[src/rtl/vga_pkg.sv]
// Shared types for the VGA frame scheduler: tile codes, map bounds,
// tile-write record, scheduler states and small helpers.
package vga_pkg;

  localparam int MAP_ROWS = 12;
  localparam int MAP_COLS = 17;

  localparam logic [7:0] BDR = 8'd0;
  localparam logic [7:0] SKY = 8'd1;
  localparam logic [7:0] BLK = 8'd2;
  localparam logic [7:0] GND = 8'd3;

  typedef struct packed {
    logic [3:0] row;
    logic [4:0] col;
    logic [7:0] val;
  } tile_wr_t;

  typedef enum logic [1:0] {
    IDLE,
    COMMIT,
    DRAIN,
    DONE
  } sched_state_t;

  function automatic logic in_map(tile_wr_t t);
    return (t.row < 4'(MAP_ROWS)) && (t.col < 5'(MAP_COLS));
  endfunction

  function automatic logic [31:0] clamp_u32(
    logic [31:0] v,
    logic [31:0] lim
  );
    return (v > lim) ? lim : v;
  endfunction

endpackage

[src/rtl/vga_frame_scheduler_if.sv]
// Tile-write request channel between one requester and the scheduler.
// The requester holds req and the payload until ack is seen high.
interface vga_frame_scheduler_if;

  logic       req;
  logic [3:0] row;
  logic [4:0] col;
  logic [7:0] val;
  logic       ack;

  modport master (
    output req,
    output row,
    output col,
    output val,
    input  ack
  );

  modport slave (
    input  req,
    input  row,
    input  col,
    input  val,
    output ack
  );

endinterface

[src/rtl/tile_wr_fifo.sv]
// Small synchronous FIFO of pending tile writes; head is read
// combinationally so a full FIFO can pop and push in the same cycle.
module tile_wr_fifo
  import vga_pkg::*;
#(
  parameter int DEPTH = 4
) (
  input  logic     clk,
  input  logic     reset,
  input  logic     push,
  input  tile_wr_t din,
  input  logic     pop,
  output tile_wr_t dout,
  output logic     full,
  output logic     empty
);

  localparam int AW = $clog2(DEPTH);

  tile_wr_t mem [DEPTH];

  logic [AW:0] wr_ptr;
  logic [AW:0] rd_ptr;
  logic        do_push;
  logic        do_pop;

  assign empty = (wr_ptr == rd_ptr);
  assign full  = (wr_ptr[AW] != rd_ptr[AW]) &&
                 (wr_ptr[AW-1:0] == rd_ptr[AW-1:0]);

  assign do_pop  = pop && !empty;
  assign do_push = push && (!full || do_pop);

  assign dout = mem[rd_ptr[AW-1:0]];

  always_ff @(posedge clk) begin
    if (reset) begin
      wr_ptr <= '0;
      rd_ptr <= '0;
    end else begin
      if (do_push) wr_ptr <= wr_ptr + 1'b1;
      if (do_pop)  rd_ptr <= rd_ptr + 1'b1;
    end
  end

  always_ff @(posedge clk) begin
    if (do_push) mem[wr_ptr[AW-1:0]] <= din;
  end

endmodule

[src/rtl/vga_frame_scheduler.sv]
// Arbitrates tile writes from game logic (A) and scroll engine (B) and
// commits them plus the Mario position only during vertical blanking.
module vga_frame_scheduler
  import vga_pkg::*;
#(
  parameter int FIFO_DEPTH    = 4,
  parameter int MAX_WR_PER_VB = 8,
  parameter int SCREEN_WIDTH  = 640,
  parameter int SCREEN_HEIGHT = 480,
  parameter int MARIO_WIDTH   = 42,
  parameter int RESET_X       = 40,
  parameter int RESET_Y       = 360
) (
  input  logic        clk,
  input  logic        reset,
  input  logic        vblank,
  vga_frame_scheduler_if.slave a,
  vga_frame_scheduler_if.slave b,
  input  logic        pos_valid,
  input  logic [31:0] pos_x,
  input  logic [31:0] pos_y,
  output logic        tile_we,
  output logic [3:0]  tile_row,
  output logic [4:0]  tile_col,
  output logic [7:0]  tile_val,
  output logic [31:0] mario_x,
  output logic [31:0] mario_y,
  output logic        busy,
  output logic [7:0]  drop_cnt
);

  localparam logic [31:0] X_MAX =
    32'(SCREEN_WIDTH - MARIO_WIDTH - 1);
  localparam logic [31:0] Y_MAX =
    32'(SCREEN_HEIGHT - MARIO_WIDTH - 1);
  localparam logic [7:0]  WR_MAX = 8'(MAX_WR_PER_VB);

  sched_state_t state;

  logic        vblank_q;
  logic        rr_b;
  logic [7:0]  wr_cnt;
  logic [31:0] shadow_x;
  logic [31:0] shadow_y;

  logic        full;
  logic        empty;
  logic        pop;
  logic        push;
  logic        room;
  logic        a_ok;
  logic        b_ok;
  logic        grant_a;
  logic        grant_b;
  logic        grant;
  tile_wr_t    req_ent;
  tile_wr_t    head;

  // A pop in this cycle frees a slot, so a full FIFO can still accept.
  assign pop  = (state == DRAIN) && vblank && !empty &&
                (wr_cnt < WR_MAX);
  assign room = !full || pop;

  assign a_ok    = a.req && room;
  assign b_ok    = b.req && room;
  assign grant_a = a_ok && (!b_ok || !rr_b);
  assign grant_b = b_ok && (!a_ok || rr_b);
  assign grant   = grant_a || grant_b;

  assign a.ack = grant_a;
  assign b.ack = grant_b;

  always_comb begin
    req_ent = '0;
    unique case (1'b1)
      grant_a: req_ent = {a.row, a.col, a.val};
      grant_b: req_ent = {b.row, b.col, b.val};
      default: req_ent = '0;
    endcase
  end

  assign push = grant && in_map(req_ent);
  assign busy = (state != IDLE);

  tile_wr_fifo #(
    .DEPTH (FIFO_DEPTH)
  ) u_fifo (
    .clk   (clk),
    .reset (reset),
    .push  (push),
    .din   (req_ent),
    .pop   (pop),
    .dout  (head),
    .full  (full),
    .empty (empty)
  );

  always_ff @(posedge clk) begin
    if (reset) begin
      rr_b     <= 1'b0;
      drop_cnt <= '0;
      shadow_x <= 32'(RESET_X);
      shadow_y <= 32'(RESET_Y);
    end else begin
      if (grant) rr_b <= !rr_b;
      if (grant && !push && drop_cnt != 8'hFF)
        drop_cnt <= drop_cnt + 8'd1;
      if (pos_valid) begin
        shadow_x <= clamp_u32(pos_x, X_MAX);
        shadow_y <= clamp_u32(pos_y, Y_MAX);
      end
    end
  end

  always_ff @(posedge clk) begin
    if (reset) begin
      state    <= IDLE;
      vblank_q <= 1'b0;
      wr_cnt   <= '0;
      tile_we  <= 1'b0;
      tile_row <= '0;
      tile_col <= '0;
      tile_val <= '0;
      mario_x  <= 32'(RESET_X);
      mario_y  <= 32'(RESET_Y);
    end else begin
      vblank_q <= vblank;
      tile_we  <= pop;
      if (pop) begin
        {tile_row, tile_col, tile_val} <= head;
        wr_cnt <= wr_cnt + 8'd1;
      end
      unique case (state)
        IDLE: begin
          if (vblank && !vblank_q) state <= COMMIT;
        end
        COMMIT: begin
          mario_x <= shadow_x;
          mario_y <= shadow_y;
          wr_cnt  <= '0;
          state   <= DRAIN;
        end
        DRAIN: begin
          if (!pop) state <= DONE;
        end
        DONE: begin
          if (!vblank) state <= IDLE;
        end
        default: state <= IDLE;
      endcase
    end
  end

endmodule

[src/flat_wrapper.sv]
// flat-port wrapper written by rule: the top's interface ports become plain ports
module vga_frame_scheduler_flat import vga_pkg::*;
#(
  parameter int FIFO_DEPTH    = 4,
  parameter int MAX_WR_PER_VB = 8,
  parameter int SCREEN_WIDTH  = 640,
  parameter int SCREEN_HEIGHT = 480,
  parameter int MARIO_WIDTH   = 42,
  parameter int RESET_X       = 40,
  parameter int RESET_Y       = 360
)
  (clk, reset, vblank, pos_valid, pos_x, pos_y, tile_we, tile_row, tile_col, tile_val, mario_x, mario_y, busy, drop_cnt, a_req, a_row, a_col, a_val, a_ack, b_req, b_row, b_col, b_val, b_ack);
  vga_frame_scheduler_if a_i ();
  vga_frame_scheduler_if b_i ();
  input  logic clk;
  input  logic reset;
  input  logic vblank;
  input  logic pos_valid;
  input  logic [31:0] pos_x;
  input  logic [31:0] pos_y;
  output logic tile_we;
  output logic [3:0] tile_row;
  output logic [4:0] tile_col;
  output logic [7:0] tile_val;
  output logic [31:0] mario_x;
  output logic [31:0] mario_y;
  output logic busy;
  output logic [7:0] drop_cnt;
  input wire logic [$bits(a_i.req)-1:0] a_req;
  input wire logic [$bits(a_i.row)-1:0] a_row;
  input wire logic [$bits(a_i.col)-1:0] a_col;
  input wire logic [$bits(a_i.val)-1:0] a_val;
  output wire logic [$bits(a_i.ack)-1:0] a_ack;
  input wire logic [$bits(b_i.req)-1:0] b_req;
  input wire logic [$bits(b_i.row)-1:0] b_row;
  input wire logic [$bits(b_i.col)-1:0] b_col;
  input wire logic [$bits(b_i.val)-1:0] b_val;
  output wire logic [$bits(b_i.ack)-1:0] b_ack;
  assign a_i.req = a_req;
  assign a_i.row = a_row;
  assign a_i.col = a_col;
  assign a_i.val = a_val;
  assign a_ack = a_i.ack;
  assign b_i.req = b_req;
  assign b_i.row = b_row;
  assign b_i.col = b_col;
  assign b_i.val = b_val;
  assign b_ack = b_i.ack;
  vga_frame_scheduler #(.FIFO_DEPTH(FIFO_DEPTH), .MAX_WR_PER_VB(MAX_WR_PER_VB), .SCREEN_WIDTH(SCREEN_WIDTH), .SCREEN_HEIGHT(SCREEN_HEIGHT), .MARIO_WIDTH(MARIO_WIDTH), .RESET_X(RESET_X), .RESET_Y(RESET_Y)) u_core (.clk(clk), .reset(reset), .vblank(vblank), .a(a_i), .b(b_i), .pos_valid(pos_valid), .pos_x(pos_x), .pos_y(pos_y), .tile_we(tile_we), .tile_row(tile_row), .tile_col(tile_col), .tile_val(tile_val), .mario_x(mario_x), .mario_y(mario_y), .busy(busy), .drop_cnt(drop_cnt));
endmodule
[config.mk]
export PLATFORM = sky130hd
export DESIGN_NAME = vga_frame_scheduler_flat
export DESIGN_NICKNAME = d
export VERILOG_FILES = /design/src/rtl/vga_pkg.sv /design/src/rtl/vga_frame_scheduler_if.sv /design/src/rtl/tile_wr_fifo.sv /design/src/rtl/vga_frame_scheduler.sv /design/src/flat_wrapper.sv
export SDC_FILE = /design/constraint.sdc
export NUM_CORES = 1
export LEC_CHECK = 0
export ABC_CLOCK_PERIOD_IN_PS = 8200
export BUFFER_PORTS_ARGS = -buffer_cell sky130_fd_sc_hd__buf_2
export CAP_MARGIN = 20
export CORE_MARGIN = 2
export CORE_UTILIZATION = 50
export CTS_CLUSTER_DIAMETER = 120
export DETAILED_ROUTE_END_ITERATION = 8
export PLACE_DENSITY = 0.73
export SYNTH_ARGS = -nofsm -noshare
export SYNTH_HDL_FRONTEND = slang
export SYNTH_SLANG_ARGS = --single-unit
export TNS_END_PERCENT = 50
[constraint.sdc]
create_clock -name clk -period 8.2 [get_ports clk]
set_input_delay 1.64 -clock clk [delete_from_list [all_inputs] [get_ports clk]]
set_output_delay 1.64 -clock clk [all_outputs]
set_load 0.02 [all_outputs]
== Yosys cells after proc, flatten, opt, wreduce, memory -nomap -nowiden ==
Memory sizes are Yosys's and may differ from the RTL's. A register that Yosys moved wholly into a read port is not among the register bits.
Index checks and enable logic that the tools add are counted.
Word-level totals
  flip-flop bits (word level): 155
  memory bits (writable): 68
  bits of input ports: 104
  output and inout bits: 93
  logic and storage cells: 72
  memories kept: 1
Cells by class
  add/subtract/negate cells: 4
  magnitude comparators: 5
  equal/unequal tests: 10
  multiplexer cells: 9
  reductions and logical operators: 31
Memories
  u_core.u_fifo.mem: words 4, width 17, read ports 1, clocked after memory_dff 1, write ports 1, RTL line tile_wr_fifo.sv:20  | tile_wr_t mem [DEPTH];
Operators by type and width (count)
  32-bit two-way mux: 2
  17-bit case mux with 2 select lines: 1
  32-bit by 10-bit > comparator with 1-bit output (second input constant): 1
  32-bit by 9-bit > comparator with 1-bit output (second input constant): 1
  8-bit by 1-bit adder with 8-bit output (second input constant): 2
  1-bit logical AND: 15
  8-bit by 4-bit < comparator with 1-bit output (second input constant): 1
  8-bit != test (second input constant): 1
  2-bit case mux with 4 select lines: 1
  1-bit logical NOT: 7
  3-bit by 1-bit adder with 3-bit output (second input constant): 2
  2-bit two-way mux: 3
  1-bit logical OR: 5
  5-bit < comparator (second input constant): 1
  2-bit equality test (second input constant): 2
  4-bit < comparator (second input constant): 1
  2-bit != test (second input constant): 2
  3-bit equality test: 1
  3-bit AND reduction: 1
  2-bit by 1-bit equality test with 1-bit output (second input constant): 1
  2-bit equality test: 1
  2-bit logical NOT: 1
  1-bit two-way mux: 2
  2-bit by 1-bit != test with 1-bit output (second input constant): 1
  other kinds (3): 3

== Logic depth before layout (Yosys ltp) ==
  depth in word-level cells: 16
  gate-level depth with buffers: 9
  gate-level depth less buffers: 7

== Hierarchy ==
From an unflattened synthesis, not the netlist that was laid out.
Second synthesis, totals
  cell total of the unflattened synthesis: 756
  area, all modules: 9073.7 µm²
By module, submodules not included
  vga_frame_scheduler: times used 1, cells an instance 612, area an instance 6078.3 µm², seq. area each 3323.2 µm²
  tile_wr_fifo: times used 1, cells an instance 144, area an instance 2995.4 µm², seq. area each 2202.1 µm²

== Worst setup path before layout ==
OpenSTA, ideal clock, no wires.
  path type: input to output
  from: input vblank
  to: output b_ack
  arrival: 2759 ps
  slack: 3801 ps
  stages: 5
  path buffers: 1
  cells stage by stage: nand2_1 > o41ai_4 > nor2_2 > nor3_4 > buf_6
Between the ends
  word-level cells in the longest chain between the ends: 8
  elaborated cells on any way between the ends: 9
  classes of those cells: reduce/logical: 9
RTL lines
  from (decl): RTL line flat_wrapper.sv:17  | input logic vblank;
  1-bit logical AND * (3 in series): RTL line vga_frame_scheduler.sv:60  | assign pop = (state == DRAIN) && vblank && !empty &&
  1-bit logical OR *: RTL line vga_frame_scheduler.sv:62  | assign room = !full || pop;
  1-bit logical AND: RTL line vga_frame_scheduler.sv:64  | assign a_ok = a.req && room;
  1-bit logical NOT: RTL line vga_frame_scheduler.sv:67  | assign grant_b = b_ok && (!a_ok || rr_b);
  1-bit logical OR: RTL line vga_frame_scheduler.sv:67
  1-bit logical AND *: RTL line vga_frame_scheduler.sv:67
  to (decl): RTL line flat_wrapper.sv:38  | output wire logic [$bits(b_i.ack)-1:0] b_ack;
Mark *: on every way between the ends. The rest lies on a longest branch, timed or not.

== Worst setup path after layout ==
  from: input vblank
  to: output a_ack
Between the ends
  word-level cells in the longest chain between the ends: 8
  elaborated cells on any way between the ends: 9
  classes of those cells: reduce/logical: 9
RTL lines
  1-bit logical AND * (3 in series): RTL line vga_frame_scheduler.sv:60
  1-bit logical OR *: RTL line vga_frame_scheduler.sv:62
  1-bit logical AND: RTL line vga_frame_scheduler.sv:65  | assign b_ok = b.req && room;
  1-bit logical NOT: RTL line vga_frame_scheduler.sv:66  | assign grant_a = a_ok && (!b_ok || !rr_b);
  1-bit logical OR: RTL line vga_frame_scheduler.sv:66
  1-bit logical AND *: RTL line vga_frame_scheduler.sv:66
  to (decl): RTL line flat_wrapper.sv:33  | output wire logic [$bits(a_i.ack)-1:0] a_ack;
Marks and branches as above.

==> results.cfg <==
[status]
outcome = complete, no violations

[finish]
n_fill_cell = 1412
num-nets-final = 1064
antenna_cells = 0
post-route-util_pct = 61.8
drive_above_1_share_pct = 28.8
multiInputGateArea_um2 = 3280
syn2layout_area_growth_pct = 22.3
area.sequential_um2 = 5490
fin_cells = 1194

[worst_setup_path]
critPathCaptureType = primary output
required_ps = 6560
worst-path-buf-inv = 2
reg2reg_depth = 7
critPathKind = input pin to primary output
regToRegEndpoint = u_core.u_fifo.mem[2][14]$_DFFE_PP_
critical-path-top-delay-family = simple AND/OR/NAND/NOR gates
cp_cell_sequence = buf_2, nand2_1, o41ai_4, nor2_2, nor2_2, buf_2
crit_path_max_fanout = 18
crit_path_top_delay_cell = nor2_2
worstPathArrival_ps = 3450
crit-reg2reg-launch = u_core.state[0]$_SDFFE_PP0P_
cp-start-kind = input pin
slowest_delay_ps = 600
ff2ff_setup_slack_ps = 5200

[cts]
clock_tree_from_tritoncts = yes
cts_hold_buf = 0
postCtsSetupRepairBufs = 0
insertion_delay_ps = 500
clock-sinks = 240
cts_max_level = 1
max-clock-path-buffers = 3
clock-root-buffer = clkbuf_16
cts_repair_resize_count = 0
numCtsBuffers = 25
worst_setup_hold_path_clk_slew_ps = 50

[route]
route.final.wire_length_um = 18800
vias_cell = 5.19
routed_wire_length_per_instance_um = 15.8
dr.pass1.iters = 5
drc = 0
detail_route.iter0.violations = 285
route.antenna.remaining_nets = 0
vias = 6196

[grt]
global_route.usage.total_pct = 19.0
grt_first_pass_wirelength_um = 30100
pin_count_of_the_biggest_net_entering_global_routing = 73
number_of_antenna_violations_at_the_first_check_in_global_routing = 0
first_global_vias = 5968
gr-total-overflow = 0

[floorplanning]
die_w_um = 138
num_io_pins = 197
floorplan.die_area_um2 = 19100
number_of_cell_rows = 49
coreArea_um2 = 17800
floorplan.initialDensity_pct = 50.5
die_height_um = 138

[power]
cellPowerDensity_nw_per_um2 = 265
seq_pwr_share_pct = 45.3
p_int_mw = 2.17
sw_frac_of_total_pct = 25.5
combinationalPowerShare_pct = 16.6
net-switching-power_mw = 0.742
leakage_nw = 4.54
worst_ir_drop_vdd_v = 0.000329
clock_power_share_pct = 38.1
total_power_mw = 2.91

[timing]
setup-violations-final = 0
min_period_over_period_pct = 62.1
final-hold-violation-count = 0
relSlewSlack_pct = 32.1
drv_slew = 0
setup_total_negative_slack_ps = 0
fin_crit_ps = 5090
fmaxAchievable_mhz = 197
rsz0062_at_grt = false
clock-skew-final_ps = 8.33
worst_slew_pin_slew_ps = 1020

[synth]
yosys.cell_count.top_type = dfxtp_1
synthesis.instances = 759
synth_edf_count = 68
netlist_top_cells_count = dfxtp_1 (172), nor2_1 (99), edfxtp_1 (68)
netlist.top_cell.by_area = dfxtp_1
flop_and_latch_count_out_of_synthesis = 240
synthDominantCellAreaShare_pct = 38.3
post_synth_num_cell_types = 56
ys_dominant_reg_cell = dfxtp_1
synthesis.yosys.warnings = 0
synthesis.area_um2 = 8990
syn_area_per_cell_um2 = 11.8
synth.yosys.seq_area_share_pct = 61.0
synthTopCellsByArea = dfxtp_1 (38%), edfxtp_1 (23%), mux2i_1 (6.8%)
async_flop_share_pct = 0
syn-num-nets = 875

[min_path]
hold_path_startpoint = u_core.shadow_x[1]$_SDFFE_PP0P_
timing.hold.worst_endpoint = u_core.shadow_x[1]$_SDFFE_PP0P_
holdCritPathClass = register to register
hold_path_depth = 2

[place]
estimated_wirelength_of_the_detail_placed_design_um = 12300
placed_cell_count = 1148
gp_congestion = 0.763
placement.io_buffers = 196

[flow_run]
cap_violations = 0
[cell type report]
type                            instances  share of cell area [%]
Sequential cell                       240                    49.9
Multi-Input combinational cell        461                    29.8
Timing Repair Buffer                  202                    9.54
Clock buffer                           37                    6.94
Tap cell                              229                    2.61
Inverter                               18                   0.615
Clock inverter                          7                   0.580
[cells by family (layout without fill, tap and decap cells)]
kind of cell	count (synthesis)	in the layout	share of synthesized area, %
AOI/OAI and AO/OA	88	88	7.09
adders and majority gates	12	12	1.67
muxes	84	84	11.8
and+or+nand+nor	269	269	14.9
xor gates and xnor gates	8	8	0.780
buffers and inverters	58	264	2.70
DFF	240	240	61.0
[state kept, by name, summed over array words and instances, names as in the netlist]
signal	cells
u_core.mario_x	32
u_core.u_fifo.rd_ptr	3
u_core.vblank_q	1
u_core.u_fifo.wr_ptr	3
u_core.state	2
u_core.shadow_x	32
u_core.tile_col	5
u_core.shadow_y	32
u_core.tile_row	4
u_core.mario_y	32
u_core.tile_val	8
u_core.rr_b	1
u_core.u_fifo.mem	68
u_core.drop_cnt	8
u_core.tile_we	1
u_core.wr_cnt	8
[routing by layer]
metal  GRT usage, %  wire length, um  vias to the layer above
li1               -                -                     3050
met1           25.6             8600                     2982
met3           3.33              817                       31
met4           4.94              372                        0
met5              0                0                        -
met2           32.2             9040                      133
[worst register-to-register path: cells and delay by family, from the launching register on]
family	cells	cell delay, ps
buf+inv	1	130
flops	1	360
simple gates	3	1210
compound gates	2	740
fa+ha+maj	1	180
[metrics by stage]
stage	area, um^2	hold slack, ps	worst slack [ps]
after floorplan	8990	425	3800
after global placement	10100	440	3180
after detailed placement	10100	444	3130
after CTS	11000	457	3120
after global routing	11000	473	2960
final	11000	455	3110
[power groups by stage]
stage / logic, mW / clock network [mW] / registers (mW)
6_report: 0.484 / 1.11 / 1.32
5_1_grt: 0.525 / 1.19 / 1.33
4_1_cts: 0.480 / 1.13 / 1.32
3_5_place_dp: 0.477 / 0 / 1.34
3_3_place_gp: 0.471 / 0 / 1.34
2_1_floorplan: 0.319 / 0 / 1.37
[cells in the final DEF (no fill, tap or decap), drive strengths merged, types with 2 or more instances in the layout]
master,Yosys,final
o21ai,8,8
nand2b,6,6
nor3,11,11
o22ai,2,2
nand4,4,4
a311oi,2,2
clkbuf,24,38
xnor2,4,4
a211oi,2,2
ha,12,12
a22o,17,17
o21a,3,3
and2,53,53
mux4,17,17
o31ai,4,4
nor2b,13,13
inv,18,19
clkinv,0,4
a211o,6,6
dfxtp,172,172
nand3,6,6
nor4,16,16
nand2,48,48
mux2i,61,61
xor2,4,4
a21o,2,2
buf,16,201
edfxtp,68,68
nor2,101,101
or4,4,4
mux2,6,6
a21oi,31,31
nor3b,2,2
[worst max path at each step]
stage,from,endpoint,cells after the start
finish,vblank,a_ack,6
global route,vblank,b_ack,6
CTS,vblank,b_ack,6
detailed placement,vblank,b_ack,6
global placement,vblank,b_ack,6
floorplan,vblank,b_ack,5
Power figures use the tool's default switching activity.
